`src/rtl/stim_pkg.sv`:
```
`default_nettype none
// ============================================================================
// Module      : stim_pkg
// Description : Shared constants, state encoding and MISR helper for the
//               stimulus sequencer (LCG constants, word width, MISR taps).
// Revision    : 1.0 - initial release
// ============================================================================
package stim_pkg;

  localparam int          WORD_W    = 32;
  localparam logic [31:0] LCG_MULT  = 32'h41C6_4E6D;
  localparam logic [31:0] LCG_INC   = 32'h0000_3039;
  // Feedback taps at bits 31, 21, 1 and 0 of the signature register.
  localparam logic [31:0] MISR_TAPS = 32'h8020_0003;

  typedef enum logic [2:0] {
    ST_IDLE    = 3'd0,
    ST_DUT_RST = 3'd1,
    ST_FILL    = 3'd2,
    ST_APPLY   = 3'd3,
    ST_SAMPLE  = 3'd4,
    ST_DONE    = 3'd5
  } state_t;

  // One MISR step: shift left, feed back the XOR of the tapped bits into
  // bit 0, then absorb the folded response word.
  function automatic logic [31:0] misr_step(input logic [31:0] sig,
                                            input logic [31:0] fold);
    return {sig[30:0], ^(sig & MISR_TAPS)} ^ fold;
  endfunction

endpackage
`default_nettype wire

```
`src/rtl/stim_lcg.sv`:
```
`default_nettype none
// ============================================================================
// Module      : stim_lcg
// Description : 32-bit linear congruential generator. o_word is the value the
//               state will take on the next step, so the word emitted by a
//               step is the new state.
// Ports       : clk, rst    - clock, synchronous active-high reset
//               i_load      - load i_seed into the state
//               i_step      - advance the state by one LCG iteration
//               i_seed      - seed value
//               o_word      - next LCG state (emitted word)
// Revision    : 1.0 - initial release
// ============================================================================
module stim_lcg
  import stim_pkg::*;
(
  input  logic        clk,
  input  logic        rst,
  input  logic        i_load,
  input  logic        i_step,
  input  logic [31:0] i_seed,
  output logic [31:0] o_word
);

  logic [31:0] r_state;
  logic [31:0] w_next;

  assign w_next = (r_state * LCG_MULT) + LCG_INC;
  assign o_word = w_next;

  always_ff @(posedge clk) begin
    if (rst) begin
      r_state <= '0;
    end else if (i_load) begin
      r_state <= i_seed;
    end else if (i_step) begin
      r_state <= w_next;
    end
  end

endmodule
`default_nettype wire

```
`src/rtl/stim_sequencer.sv`:
```
`default_nettype none
// ============================================================================
// Module      : stim_sequencer
// Description : Drives pseudo-random stimulus vectors into a DUT and
//               compacts its responses into a 32-bit MISR signature.
// Ports       : clk, rst      - clock, synchronous active-high reset
//               start         - run request (sampled only in IDLE)
//               seed          - LCG seed captured on start
//               num_vectors   - vectors per run captured on start
//               dut_rst_n     - active-low DUT reset
//               dut_in        - stimulus vector
//               dut_out       - DUT response
//               busy, done    - status (done is a one-cycle pulse)
//               vec_count     - vectors applied in current/last run
//               signature     - response signature
// Revision    : 1.0 - initial release
// ============================================================================
module stim_sequencer
  import stim_pkg::*;
#(
  parameter int IN_W       = 335,
  parameter int OUT_W      = 412,
  parameter int RST_CYCLES = 2
) (
  input  logic             clk,
  input  logic             rst,
  input  logic             start,
  input  logic [31:0]      seed,
  input  logic [15:0]      num_vectors,
  output logic             dut_rst_n,
  output logic [IN_W-1:0]  dut_in,
  input  logic [OUT_W-1:0] dut_out,
  output logic             busy,
  output logic             done,
  output logic [15:0]      vec_count,
  output logic [31:0]      signature
);

  localparam int NWORDS  = (IN_W + WORD_W - 1) / WORD_W;
  localparam int LAST_IW = IN_W - WORD_W * (NWORDS - 1);
  localparam int NSLICE  = (OUT_W + WORD_W - 1) / WORD_W;
  localparam int LAST_OW = OUT_W - WORD_W * (NSLICE - 1);
  localparam int WI_W    = (NWORDS > 1) ? $clog2(NWORDS) : 1;
  localparam int RC_W    = (RST_CYCLES > 1) ? $clog2(RST_CYCLES) : 1;

  state_t            r_state;
  state_t            w_state_nxt;
  logic [RC_W-1:0]   r_rst_cnt;
  logic [WI_W-1:0]   r_widx;
  logic [15:0]       r_num;
  logic [15:0]       r_vec;
  logic [31:0]       r_sig;
  logic [IN_W-1:0]   r_stage;
  logic [IN_W-1:0]   r_dut_in;

  logic              w_lcg_load;
  logic              w_lcg_step;
  logic [31:0]       w_lcg_word;
  logic [IN_W-1:0]   w_stage_nxt;
  logic [31:0]       w_slice [NSLICE];
  logic [31:0]       w_fold;
  logic              w_rst_last;
  logic              w_word_last;
  logic              w_more;

  stim_lcg u_lcg (
    .clk    (clk),
    .rst    (rst),
    .i_load (w_lcg_load),
    .i_step (w_lcg_step),
    .i_seed (seed),
    .o_word (w_lcg_word)
  );

  assign w_rst_last  = (r_rst_cnt == RC_W'(RST_CYCLES - 1));
  assign w_word_last = (r_widx == WI_W'(NWORDS - 1));
  // 17-bit compare so num_vectors = 65535 cannot wrap the count.
  assign w_more      = (({1'b0, r_vec} + 17'd1) < {1'b0, r_num});

  // Staging update: only the word selected by r_widx takes the LCG output;
  // the top word is truncated to the bits that exist.
  for (genvar k = 0; k < NWORDS; k++) begin : g_stage
    if (k < NWORDS - 1) begin : g_full
      assign w_stage_nxt[k*WORD_W +: WORD_W] =
        (r_widx == WI_W'(k)) ? w_lcg_word : r_stage[k*WORD_W +: WORD_W];
    end else begin : g_last
      assign w_stage_nxt[IN_W-1 : k*WORD_W] =
        (r_widx == WI_W'(k)) ? w_lcg_word[LAST_IW-1:0] : r_stage[IN_W-1 : k*WORD_W];
    end
  end

  // Response slices; the top slice is zero-padded when OUT_W is not a
  // multiple of the word width.
  for (genvar g = 0; g < NSLICE; g++) begin : g_slice
    if (g < NSLICE - 1) begin : g_mid
      assign w_slice[g] = dut_out[g*WORD_W +: WORD_W];
    end else if (LAST_OW == WORD_W) begin : g_top_full
      assign w_slice[g] = dut_out[OUT_W-1 -: WORD_W];
    end else begin : g_top_pad
      assign w_slice[g] = {{(WORD_W - LAST_OW){1'b0}}, dut_out[OUT_W-1 : g*WORD_W]};
    end
  end

  always_comb begin
    w_fold = '0;
    for (int i = 0; i < NSLICE; i++) begin
      w_fold = w_fold ^ w_slice[i];
    end
  end

  // FSM: state register
  always_ff @(posedge clk) begin
    if (rst) begin
      r_state <= ST_IDLE;
    end else begin
      r_state <= w_state_nxt;
    end
  end

  // FSM: next state and LCG control
  always_comb begin
    w_state_nxt = r_state;
    w_lcg_load  = 1'b0;
    w_lcg_step  = 1'b0;
    case (r_state)
      ST_IDLE: begin
        if (start) begin
          w_lcg_load  = 1'b1;
          w_state_nxt = ST_DUT_RST;
        end
      end
      ST_DUT_RST: begin
        if (w_rst_last) begin
          w_state_nxt = (r_num == 16'd0) ? ST_DONE : ST_FILL;
        end
      end
      ST_FILL: begin
        w_lcg_step = 1'b1;
        if (w_word_last) begin
          w_state_nxt = ST_APPLY;
        end
      end
      ST_APPLY:  w_state_nxt = ST_SAMPLE;
      ST_SAMPLE: w_state_nxt = w_more ? ST_FILL : ST_DONE;
      ST_DONE:   w_state_nxt = ST_IDLE;
      default:   w_state_nxt = ST_IDLE;
    endcase
  end

  // Datapath registers
  always_ff @(posedge clk) begin
    if (rst) begin
      r_rst_cnt <= '0;
      r_widx    <= '0;
      r_num     <= '0;
      r_vec     <= '0;
      r_sig     <= '0;
      r_stage   <= '0;
      r_dut_in  <= '0;
    end else begin
      case (r_state)
        ST_IDLE: begin
          if (start) begin
            r_num     <= num_vectors;
            r_vec     <= '0;
            r_sig     <= '0;
            r_rst_cnt <= '0;
            r_widx    <= '0;
          end
        end
        ST_DUT_RST: r_rst_cnt <= r_rst_cnt + RC_W'(1);
        ST_FILL: begin
          r_stage <= w_stage_nxt;
          r_widx  <= w_word_last ? '0 : r_widx + WI_W'(1);
        end
        ST_APPLY: r_dut_in <= r_stage;
        ST_SAMPLE: begin
          r_sig <= misr_step(r_sig, w_fold);
          r_vec <= r_vec + 16'd1;
        end
        default: ;
      endcase
    end
  end

  assign busy      = (r_state != ST_IDLE);
  assign done      = (r_state == ST_DONE);
  assign dut_rst_n = !((r_state == ST_IDLE) || (r_state == ST_DUT_RST));
  assign dut_in    = r_dut_in;
  assign vec_count = r_vec;
  assign signature = r_sig;

endmodule
`default_nettype wire

```
`config.mk`:
```
export PLATFORM = sky130hd
export DESIGN_NAME = stim_sequencer
export DESIGN_NICKNAME = d
export VERILOG_FILES = /design/src/rtl/stim_pkg.sv /design/src/rtl/stim_lcg.sv /design/src/rtl/stim_sequencer.sv
export SDC_FILE = /design/constraint.sdc
export NUM_CORES = 2
export LEC_CHECK = 0
export BUFFER_PORTS_ARGS = -buffer_cell sky130_fd_sc_hd__buf_2
export CORE_AREA = 10 10 322 324
export DETAILED_ROUTE_END_ITERATION = 6
export DIE_AREA = 0 0 332 334
export PLACE_DENSITY_LB_ADDON = 0.15
export SYNTH_ARGS = -nofsm -noshare
export SYNTH_HDL_FRONTEND = slang
export SYNTH_SLANG_ARGS = --single-unit
```
`constraint.sdc`:
```
create_clock -name clk -period 7 [get_ports clk]
set_input_delay 0.7 -clock clk [delete_from_list [all_inputs] [get_ports clk]]
set_output_delay 0.7 -clock clk [all_outputs]
set_load 0.1 [all_outputs]
```
* Yosys cells after proc, flatten, opt, wreduce, memory -nomap -nowiden *
Index checks and enable logic that the tools add are counted.

storage, ports and cells
  register bits = 774
  latch bits = 0
  RAM bits = 0
  ROM bits = 0
  input port bits = 463
  output and inout bits = 386
  logic and storage cells = 104
  memories kept = 0

operators by class
  add/subtract/negate cells = 5
  multiply operators = 1
  div/mod/pow operators = 0
  magnitude comparators = 1
  eq/ne operators = 18
  shift-type cells = 0
  multiplexer cells = 20
  bitwise operators = 13
  reductions and logical operators = 27

operator list
  operator                                                               count
  32-bit XOR                                                             12
  32-bit two-way mux                                                     3
  32-bit one-hot mux with 2 select lines                                 1
  32-bit by 14-bit adder with 32-bit output, second input constant       1
  32-bit by 31-bit multiplier with 32-bit output, second input constant  1
  16-bit one-hot mux with 2 select lines                                 1
  32-bit XOR reduction                                                   1
  32-bit by 28-bit XOR with 32-bit output                                1
  2-bit AND reduction                                                    15
  16-bit by 1-bit adder with 17-bit output, second input constant        1
  17-bit by 16-bit less-than comparator with 1-bit output                1
  16-bit by 1-bit adder with 16-bit output, second input constant        1
  4-bit by 3-bit == test with 1-bit output, second input constant        4
  16-bit zero test                                                       1
  16-bit two-way mux                                                     1
  3-bit two-way mux                                                      5
  3-bit one-hot mux with 5 select lines                                  1
  4-bit == test, second input constant                                   3
  4-bit by 2-bit == test with 1-bit output, second input constant        2
  4-bit two-way mux                                                      2
  4-bit one-hot mux with 2 select lines                                  1
  2-bit nonzero test                                                     4
  3-bit by 2-bit == test with 1-bit output, second input constant        2
  3-bit == test, second input constant                                   2
  other kinds (13)                                                       18

* Longest topological paths before layout *
  depth after elaboration = 14
  gate-level depth with buffers = 29
  depth with buffers taken out = 25

* By module *
A second synthesis with hierarchy kept.

second synthesis, totals
  cells, all modules = 5,013
  area total of the unflattened synthesis = 40,851.7 um2

by module, submodules not included
  module          instances  cells each  area each (um2)  sequential area each (um2)
  stim_sequencer  1          3,842       30,214.0         14,854.2
  stim_lcg        1          1,171       10,637.7         640.6

* Worst setup path before layout *
Ideal clock, no wire load.

  path kind = reg2reg
  from = register u_lcg.r_state[0]
  to = register r_stage[118]
  library setup time = 86 ps
  arrival = 6,701 ps
  data required time = 6,914 ps
  setup slack = 214 ps
  stages on the path, launching flop included = 26
  path buffers = 2
  period minus slack after synthesis = 6,786 ps
  path through = dfxtp_1 > clkbuf_1 > inv_1 > ha_1 > clkbuf_1 > inv_1 > ha_1 > inv_1 > fa_1 > fa_1 > inv_1 > ha_1 > inv_1 > fa_1 > inv_1 > fa_1 > fa_1 > ha_1 > a21oi_1 > o21a_1 > nor2_1 > a2111o_1 > a311o_1 > o31a_4 > xnor2_4 > a211oi_1

between the ends
  cells in the longest elaborated chain, start to end = 2

RTL lines
  what                                            RTL line               text
  start, declared                                 stim_lcg.sv:25         logic [31:0] r_state;
  start signal, assigned                          stim_lcg.sv:35         r_state <= i_seed;
  start signal, assigned                          stim_lcg.sv:37         r_state <= w_next;
  32-bit by 31-bit multiplier with 32-bit output  stim_lcg.sv:28         assign w_next = (r_state * LCG_MULT) + LCG_INC;
  32-bit by 14-bit adder with 32-bit output       stim_lcg.sv:28
  end signal, assigned                            stim_sequencer.sv:173  r_stage <= w_stage_nxt;
  end, declared                                   stim_sequencer.sv:53   logic [IN_W-1:0] r_stage;

Every way passes these cells.
A chain may end at the register's enable or synchronous reset.

* Final worst setup path *
  from = register u_lcg.r_state[8]
  to = register r_stage[94]

The elaborated chain is that of the path after synthesis.

==> flow_metrics.env <==
export IMPL_status="completed"
export IMPL_pre_cts_ws_ns=0.006892
export IMPL_fin_nets=6521
export IMPL_highest_layer="met5"
export IMPL_avgSynthCellArea_sq_um=8.284
export IMPL_worstPathArrival_ns=7.20
export IMPL_layout_drive_gt1_share_pct=20.55
export IMPL_cts_reportedPaths_clkPinSlew_ns=0.07
export IMPL_detail_route_antenna_nets=0
export IMPL_end_kind="flop"
export IMPL_syn_nets=5751
export IMPL_fin_crit_ns=6.729
export IMPL_via_count=35616
export IMPL_synth_seq_cells=774
export IMPL_die_x_um=332
export IMPL_critPathMaxFanout=11
export IMPL_critPathMaxStageDelay_ns=0.51
export IMPL_cts_tree="done"
export IMPL_cts_root_buffer="clkbuf_16"
export IMPL_gp_congestion=1.024
export IMPL_clkLatencyLatePin_ns=0.66
export IMPL_drv_slew=0
export IMPL_grt_max_degree=182
export IMPL_design_area_sq_um=49540
export IMPL_crit_top_cell="fa_1"
export IMPL_overflow=0
export IMPL_die_h_um=334
export IMPL_synthFlopType="dfxtp_1"
export IMPL_critPathSlowestCell="fa_1"
export IMPL_path_class="reg -> reg"
export IMPL_crit_buf_inv=4
export IMPL_met2WireLength_mm=84.23
export IMPL_wl_met1_mm=70.55
export IMPL_tightestPinTransition_ns=1.302
export IMPL_routed_wl_mm=171.4
export IMPL_critPathTopFamily="adder cells"
export IMPL_finClkSkew_ns=0.04654
export IMPL_setup_ws_ns=0.2710
export IMPL_via_per_inst=5.079
export IMPL_antenna_found_initial=37
export IMPL_synth_cell_types=57
export IMPL_start_util_pct=41.42
export IMPL_h_tree_depth=3
export IMPL_numCtsBuffers=85
export IMPL_yosysSeqAreaShare_pct=38.34
export IMPL_io_buffers=848
export IMPL_setup_tns_ns=0
export IMPL_syn_to_final_growth_pct=22.59
export IMPL_layout_commonest_cell="nand2_1"
export IMPL_cts_buffer_depth=3
export IMPL_drtIter0Drc=2741
export IMPL_start_kind="flop"
export IMPL_synth_edf_count=0
export IMPL_synth_area_sq_um=40410
export IMPL_rows=115
export IMPL_fin_util_pct=50.78
export IMPL_first_global_vias=34594
export IMPL_period_share_pct=96.13
export IMPL_place_hpwl_mm=133.7
export IMPL_synthArstFlopShare_pct=0
export IMPL_finalSetupViolCount=0
export IMPL_clock_fmax_mhz=148.6
export IMPL_placed_area_sq_um=46630
export IMPL_design_core_area_sq_um=97560
export IMPL_path_cells="ha_1 -> xor2_1 -> ha_1 -> a21oi_1 -> fa_1 -> fa_1 -> inv_1 -> fa_1 -> fa_1 -> fa_1 -> inv_1 -> fa_1 -> inv_1 -> ha_1 -> a21o_1 -> o21ai_0 -> a21oi_1 -> a22oi_1 -> o211ai_1 -> a21oi_1 -> xor2_2 -> buf_12 -> o31ai_1"
export IMPL_ys_warnings_count=0
export IMPL_slew_headroom_pct=13.17
export IMPL_drc=0
export IMPL_final_cell_mix="nand2_1, buf_2, dfxtp_1, a21oi_1, xnor2_1"
export IMPL_io_pins=849
export IMPL_drv_cap=0
export IMPL_cts_sinks=774
export IMPL_track_usage_pct=29.63
export IMPL_required_ns=7.47
export IMPL_regArea_sq_um=15500
export IMPL_grt_pass1_wl_mm=244.8
export IMPL_synth_cells=4878
export IMPL_cts_setup_buffers=0
export IMPL_first_pass_iters=5
export IMPL_dr_wl_met3_mm=9.778
export IMPL_multi_input_area_sq_um=22620
export IMPL_routedWlPerCell_um=24.44
export IMPL_fill_cells=9688
export IMPL_hold_path_class="in -> reg"
export IMPL_die_area_sq_um=110900
export IMPL_rsz0062_at_grt="false"
export IMPL_hold_viol_final=0
## what timing repair did
action / in CTS / in global routing
hold endpoints to repair: 0 / 0
resized for setup: 1 / 11
endpoints found under the setup margin: 17 / 83
hold buffers: 0 / 0
gates cloned: 0 / 0
## final cells by class
type	instances	area share, %
Clock buffer	128	4.983
Antenna cell	12	0.06062
Sequential cell	774	31.29
Tap cell	1287	3.250
Clock inverter	25	0.7425
Multi-Input combinational cell	3403	45.66
Inverter	409	3.099
Timing Repair Buffer	975	10.92
## cells in the mapped netlist (3+ instances only)
cell	number	area, sq um
and2_1	7	43.79
nand3_1	82	410.4
a211o_1	3	26.28
buf_1	7	26.28
ha_1	222	2778
a22oi_1	28	210.2
nor4_1	6	37.54
o21bai_1	3	22.52
nor2_1	266	998.5
or3_1	6	37.54
o21a_1	15	112.6
and3_1	13	81.33
nand3b_1	5	37.54
a211oi_1	66	495.5
a31o_2	3	26.28
nand4_1	6	37.54
o22ai_1	3	18.77
a21oi_1	695	3478
o21ai_0	26	130.1
nand2_1	1155	4335
o211ai_1	4	30.03
nor2b_1	7	43.79
nor3_1	15	75.07
or3b_2	9	78.83
clkbuf_1	283	1062
dfxtp_1	774	15490
o211a_1	3	30.03
inv_1	408	1531
a221oi_1	9	78.83
o31ai_1	22	165.2
fa_1	188	3764
a21o_1	14	105.1
xnor2_1	429	3757
xor2_1	61	534.3
nand2b_1	4	25.02
## tightest hold or removal path: stages
cell,delay (ns)
buf_2,0.09
nand2_1,0.04
a21oi_1,0.05
## path summary, 6_finish.rpt
check | endpoint | from | slack [ns] | cells after the start
setup / recovery | r_stage[94] | u_lcg.r_state[8] | 0.27 | 23
hold / removal | r_num[14] | num_vectors[14] | 0.27 | 3
setup reg to reg | r_stage[94] | u_lcg.r_state[8] | 0.27 | 23
hold reg to reg | dut_in[83] | r_stage[83] | 0.44 | 2
## kinds of logic after synthesis
group	after synthesis	synth area share, %
AO/OA/AOI/OAI	911	12.61
buffers and inverters	701	6.517
XOR/XNOR	491	10.69
flip-flops	774	38.34
multiplexers	3	0.07740
adder cells (fa/ha/maj)	410	16.19
AND/OR/NAND/NOR	1588	15.58
## flip-flops by register name, indices dropped and copies added, names as in the netlist
signal	count
r_rst_cnt	1
vec_count	16
u_lcg.r_state	32
r_state	3
r_widx	4
r_stage	335
r_num	16
dut_in	335
signature	32
## through the flow
step / instances / hold WS [ns]
2_1_floorplan: 4878 / 0.4288
3_3_place_gp: 6848 / 0.4357
3_5_place_dp: 6848 / 0.4402
4_1_cts: 7001 / 0.2360
5_1_grt: 7012 / 0.2597
6_report: 7013 / 0.2705
## routing by layer
metal / track usage [%] / up-vias
met5: 0 / -
met4: 11.64 / 2
met3: 5.043 / 239
met2: 50.91 / 1175
met1: 36.63 / 17033
li1: - / 17167
Power is not shown: default switching activity piles up to over one toggle a cycle in this logic, so the estimate is an artifact.
